File: config.mk
export PLATFORM = sky130hd
export DESIGN_NAME = mbox_req_seq
export DESIGN_NICKNAME = d
export VERILOG_FILES = /design/src/rtl/mbox_req_seq.sv
export SDC_FILE = /design/constraint.sdc
export NUM_CORES = 1
export LEC_CHECK = 0
export BUFFER_PORTS_ARGS = -buffer_cell sky130_fd_sc_hd__buf_4
export CORE_MARGIN = 8
export CORE_UTILIZATION = 42
export CTS_BUF_LIST = sky130_fd_sc_hd__clkbuf_16
export CTS_CLUSTER_SIZE = 40
export DETAILED_ROUTE_END_ITERATION = 8
export GPL_TIMING_DRIVEN = 0
export PLACE_DENSITY = 0.81
export SLEW_MARGIN = 10
export SYNTH_ARGS = -nofsm -noshare
export SYNTH_HDL_FRONTEND = slang
export SYNTH_SLANG_ARGS = --single-unit
File: constraint.sdc
create_clock -name clk -period 1.75 [get_ports clk]
set_input_delay 0.35 -clock clk [delete_from_list [all_inputs] [get_ports clk]]
set_output_delay 0.35 -clock clk [all_outputs]
set_load 0.05 [all_outputs]
File: src/rtl/mbox_req_seq.sv
// mbox_req_seq: captures a VMA memory cycle and runs it locally (fast memory) or through the MBOX handshake
module mbox_req_seq #(
  parameter int TIMEOUT_CYCLES = 63
) (
  input  logic        clk,
  input  logic        RESET,
  input  logic        START,
  input  logic        REQ_READ,
  input  logic        REQ_WRITE,
  input  logic        REQ_FETCH,
  input  logic [22:0] VMA,
  input  logic        AC_REF,
  input  logic        MATCH,
  input  logic [2:0]  BRK_COND,
  input  logic        MBOX_ACK,
  input  logic        MBOX_DATA_OK,
  input  logic        MBOX_PF,
  output logic        MBOX_REQ,
  output logic [22:0] MBOX_ADDR,
  output logic        MBOX_RD,
  output logic        MBOX_WR,
  output logic        FM_REF,
  output logic        BUSY,
  output logic        MEM_DONE,
  output logic        PAGE_FAIL,
  output logic        NXM,
  output logic        ADR_BRK_TRAP
);
  localparam int CW = $clog2(TIMEOUT_CYCLES + 1);
  typedef enum logic [2:0] {IDLE, BRK, FM, REQ, WAIT, DONE, PF, TMO} state_t;
  state_t state, state_n;
  logic [CW-1:0] cnt;
  logic rd_cap, wr_cap, rd_n, wr_n;
  logic accept, brk, tmo_hit;
  logic req_d, rd_d, wr_d, fm_d, busy_d, done_d, pf_d, nxm_d, trap_d;
  assign accept  = START & (REQ_READ | REQ_WRITE) & (state == IDLE);
  assign brk     = MATCH & ((BRK_COND[2] & REQ_FETCH) | (BRK_COND[1] & REQ_READ) | (BRK_COND[0] & REQ_WRITE));
  assign tmo_hit = cnt == CW'(TIMEOUT_CYCLES - 1);
  // state register
  always_ff @(posedge clk)
    state <= RESET ? IDLE : state_n;
  // next state: address break beats fast memory beats MBOX; page fail beats data beats timeout
  always_comb begin
    state_n = IDLE;
    case (state)
      IDLE:    state_n = !accept ? IDLE : brk ? BRK : AC_REF ? FM : REQ;
      FM:      state_n = DONE;
      REQ:     state_n = MBOX_ACK ? WAIT : REQ;
      WAIT:    state_n = MBOX_PF ? PF : MBOX_DATA_OK ? DONE : tmo_hit ? TMO : WAIT;
      default: state_n = IDLE;
    endcase
  end
  // outputs decoded from the next state so the registered copies line up with the state
  always_comb begin
    rd_n   = accept ? REQ_READ : rd_cap;
    wr_n   = accept ? REQ_WRITE : wr_cap;
    req_d  = state_n == REQ;
    rd_d   = req_d & rd_n;
    wr_d   = req_d & wr_n;
    fm_d   = state_n == FM;
    busy_d = state_n != IDLE;
    done_d = state_n == DONE;
    pf_d   = state_n == PF;
    nxm_d  = state_n == TMO;
    trap_d = state_n == BRK;
  end
  // registered outputs and captured cycle qualifiers
  always_ff @(posedge clk) begin
    if (RESET) begin
      rd_cap       <= 1'b0;
      wr_cap       <= 1'b0;
      MBOX_ADDR    <= '0;
      MBOX_REQ     <= 1'b0;
      MBOX_RD      <= 1'b0;
      MBOX_WR      <= 1'b0;
      FM_REF       <= 1'b0;
      BUSY         <= 1'b0;
      MEM_DONE     <= 1'b0;
      PAGE_FAIL    <= 1'b0;
      NXM          <= 1'b0;
      ADR_BRK_TRAP <= 1'b0;
    end else begin
      rd_cap       <= rd_n;
      wr_cap       <= wr_n;
      MBOX_ADDR    <= accept ? VMA : MBOX_ADDR;
      MBOX_REQ     <= req_d;
      MBOX_RD      <= rd_d;
      MBOX_WR      <= wr_d;
      FM_REF       <= fm_d;
      BUSY         <= busy_d;
      MEM_DONE     <= done_d;
      PAGE_FAIL    <= pf_d;
      NXM          <= nxm_d;
      ADR_BRK_TRAP <= trap_d;
    end
  end
  // response timer: zero outside WAIT so it starts from 0 on WAIT entry, saturating inside
  always_ff @(posedge clk)
    cnt <= (RESET || state != WAIT) ? '0 : (cnt == '1) ? cnt : cnt + 1'b1;
endmodule

==> results.py <==
metrics = {
    "pwr": {
        "p_int_mw": 1.77,
        "power.share.sequential_pct": 42.6,
        "total_leakage_power_nw": 1.06,
        "peakVddDrop_v": 0.000767,
        "clkPwrFrac_pct": 35.0,
        "p_sw_mw": 0.753,
        "p_sw_share_pct": 29.9,
        "comb_power_share_pct": 22.4,
        "powerDensity_nw_per_um2": 1040,
    },
    "floorplanning": {
        "io_pins": 69,
        "die_w_um": 79.2,
        "die_h_um": 79.2,
        "dieArea_sq_um": 6270,
        "initial_core_util_pct": 42.9,
        "num_rows": 23,
        "core_sq_um": 3910,
    },
    "routing": {
        "drtAntennaViolNets": 0,
        "vias": 1544,
        "drt-initial-drc-count": 68,
        "first_pass_iters": 4,
        "wl_per_cell_um": 13.9,
        "totalWireLength_um": 4360,
        "drcViolationCount": 0,
        "viasPerCell": 4.93,
    },
    "synth": {
        "synth_top_family_by_area": "simple AND/OR/NAND/NOR gates",
        "synth_common_cells": "51 x nand2_1, 43 x dfxtp_1, 25 x a21oi_1",
        "synthesis.area_sq_um": 1680,
        "yosysSeqAreaShare_pct": 51.3,
        "synthMuxAreaShare_pct": 0,
        "async_flop_share_pct": 0,
        "synth-xor-area-share_pct": 1.57,
        "synth.net_count": 226,
        "netlist_instances": 187,
        "synth_ff_type": "dfxtp_1",
        "ys_top_cells_by_area": "dfxtp_1 51%, nand2_1 11%, a21oi_1 7.5%",
        "yosysUniqueCellTypes": 37,
        "synth-compound-area-share_pct": 18.0,
        "synth_simple_gate_area_share_pct": 25.1,
        "synth_top_cell_by_area": "dfxtp_1",
        "avgSynthCellArea_sq_um": 8.97,
        "yosysWarnings": 0,
        "synth_seq_cells": 43,
        "yosysTopAreaCellShare_pct": 51.3,
        "synth-edff-count": 0,
        "yosysMostFrequentCell": "nand2_1",
        "synthAdderAreaFrac_pct": 1.49,
    },
    "timing": {
        "rsz0062_at_grt": "yes",
        "worst_slew_pin_slew_ps": 522,
        "slew_headroom_pct": 65.2,
        "drv_slew": 0,
        "max_clock_freq_ghz": 0.582,
        "setup_viol_count_final": 0,
        "hold_viol_final": 0,
        "setup_tns_ps": 0,
        "period_share_pct": 98.1,
        "finalCriticalPeriod_ps": 1720,
        "finalClockSkew_ps": 3.88,
        "whs_ps": 273,
    },
    "setup_path": {
        "crit_fanout": 6,
        "cp-start-kind": "register",
        "crit_path_max_incr_delay_ps": 460,
        "cp_cell_sequence": "or3b_4 > nor4b_4 > o311ai_2 > nor3_1",
        "worst_ep_arrival_time_ps": 1900,
        "crit_start": "state[2]",
        "required_ps": 1940,
        "slowest_stage": "or3b_4",
        "end_kind": "register",
        "r2r-start": "state[2]",
        "crit_type": "register to register",
    },
    "global_routing": {
        "grt_overflow": 0,
        "grt_pass1_wl_um": 6840,
        "antenna_found_initial": 0,
        "grt_usage_pct": 13.9,
        "grt_max_degree": 14,
        "grt_pass1_vias": 1514,
    },
    "layout": {
        "fillers": 372,
        "drive_above_1_share_pct": 34.6,
        "fin_nets": 301,
        "syn_to_final_growth_pct": 44.1,
        "diodes": 0,
    },
    "run_status": {
        "outcome": "finished, final reports clean",
    },
    "hold_path": {
        "hold_path_startpoint": "RESET",
        "hp-class": "input port to register",
    },
    "clock_network": {
        "clk_pin_slew_ps": 60,
        "cts_setup_buffers": 0,
        "clkLatencyLatePin_ps": 280,
        "cts_buffer_depth": 2,
        "cts_buffers": 5,
        "cts_tree": "done",
        "htreeDepth": 2,
        "clock-sinks": 43,
        "ctsRootBufferMaster": "clkbuf_16",
    },
    "placement": {
        "gp_congestion": 0.821,
        "portBuffers": 68,
        "dp_hpwl_um": 3350,
    },
    "flow_run": {
        "cap_violations": 0,
    },
}
-- worst paths after layout --
kind	cells after the start	end	slack, ps
max	4	MBOX_RD	30
max reg2reg	4	MBOX_RD	30
min	2	state[2]	270
min reg2reg	2	MBOX_ADDR[21]	450
-- cell type report --
class | instances | area [sq um] | share of cell area [%]
Buffer | 7 | 30.0 | 1.24
Clock buffer | 5 | 125 | 5.18
Clock inverter | 3 | 16.3 | 0.673
Inverter | 4 | 15.0 | 0.621
Multi-Input combinational cell | 133 | 796 | 32.9
Sequential cell | 43 | 862 | 35.7
Tap cell | 50 | 62.6 | 2.59
Timing Repair Buffer | 68 | 510 | 21.1
-- critical path, delay by kind of cell (launching register included) --
| family | cells | cell delay (ps) |
|---|---|---|
| AOI/OAI and AO/OA | 1 | 180 |
| DFF | 1 | 410 |
| and+or+nand+nor | 3 | 1030 |
-- stage by stage --
step	cells	total power, mW	util (%)	area [sq um]	setup slack [ps]
after global placement	305	1.64	57.5	2250	-110
after CTS	313	2.54	61.3	2400	4.66
after global routing	313	2.63	61.8	2420	-33.1
after floorplan	187	1.45	-	1680	111
after detailed placement	305	1.65	57.5	2250	-119
final	313	2.52	61.8	2420	33.1
-- state kept, by name, indices dropped and copies added (netlist names) --
name and flops:
PAGE_FAIL 1, rd_cap 1, MBOX_WR 1, MBOX_REQ 1
cnt 6, wr_cap 1, FM_REF 1, MBOX_ADDR 23
MBOX_RD 1, BUSY 1, state 3, ADR_BRK_TRAP 1
NXM 1, MEM_DONE 1
-- placed cells by master, fill, tap and decap left out, types with 2 or more instances in the layout --
| cell type | Yosys | layout |
|---|---|---|
| buf_4 | 0 | 68 |
| nand2_1 | 51 | 51 |
| dfxtp_1 | 43 | 42 |
| a21oi_1 | 25 | 25 |
| nor2_1 | 9 | 9 |
| inv_1 | 4 | 5 |
| clkbuf_16 | 0 | 5 |
| clkbuf_1 | 5 | 4 |
| nor3_1 | 4 | 4 |
| nand3_1 | 4 | 4 |
| a31oi_1 | 3 | 3 |
| and3_1 | 3 | 3 |
| nor4b_4 | 2 | 2 |
| o21a_1 | 2 | 2 |
| buf_2 | 2 | 2 |
| nand2b_1 | 2 | 2 |
| xnor2_1 | 2 | 2 |
| a211oi_1 | 2 | 2 |
| and2_1 | 2 | 2 |
| a21boi_0 | 2 | 2 |
| ha_1 | 2 | 2 |
-- power groups by stage --
| stage | sequential (mW) | combinational (mW) | clock [mW] |
|---|---|---|---|
| global route | 1.08 | 0.604 | 0.948 |
| finish | 1.07 | 0.564 | 0.883 |
| detailed placement | 1.09 | 0.555 | 0 |
| CTS | 1.07 | 0.560 | 0.905 |
| floorplan | 1.27 | 0.186 | 0 |
| global placement | 1.09 | 0.550 | 0 |
-- kinds of logic (layout without fill, tap and decap cells) --
| group | Yosys count | after routing |
|---|---|---|
| simple gates | 83 | 83 |
| fa+ha+maj | 2 | 2 |
| xor+xnor | 3 | 3 |
| flops | 43 | 43 |
| compound gates | 45 | 45 |
| buf+inv | 11 | 87 |
-- layer usage --
metal | GRT usage [%] | vias up | part of all wire (%)
met4 | 6.67 | 0 | 2.1
met5 | 0 | - | 0
met3 | 5.98 | 8 | 7.2
li1 | - | 793 | -
met1 | 13.3 | 702 | 40
met2 | 24.8 | 41 | 51
-- repair_timing --
action,CTS,global route
pin swaps,1,0
hold buffers,0,0
endpoints found under the setup margin,7,27
gates resized for setup,2,5
(Power assumes the default switching activity.)
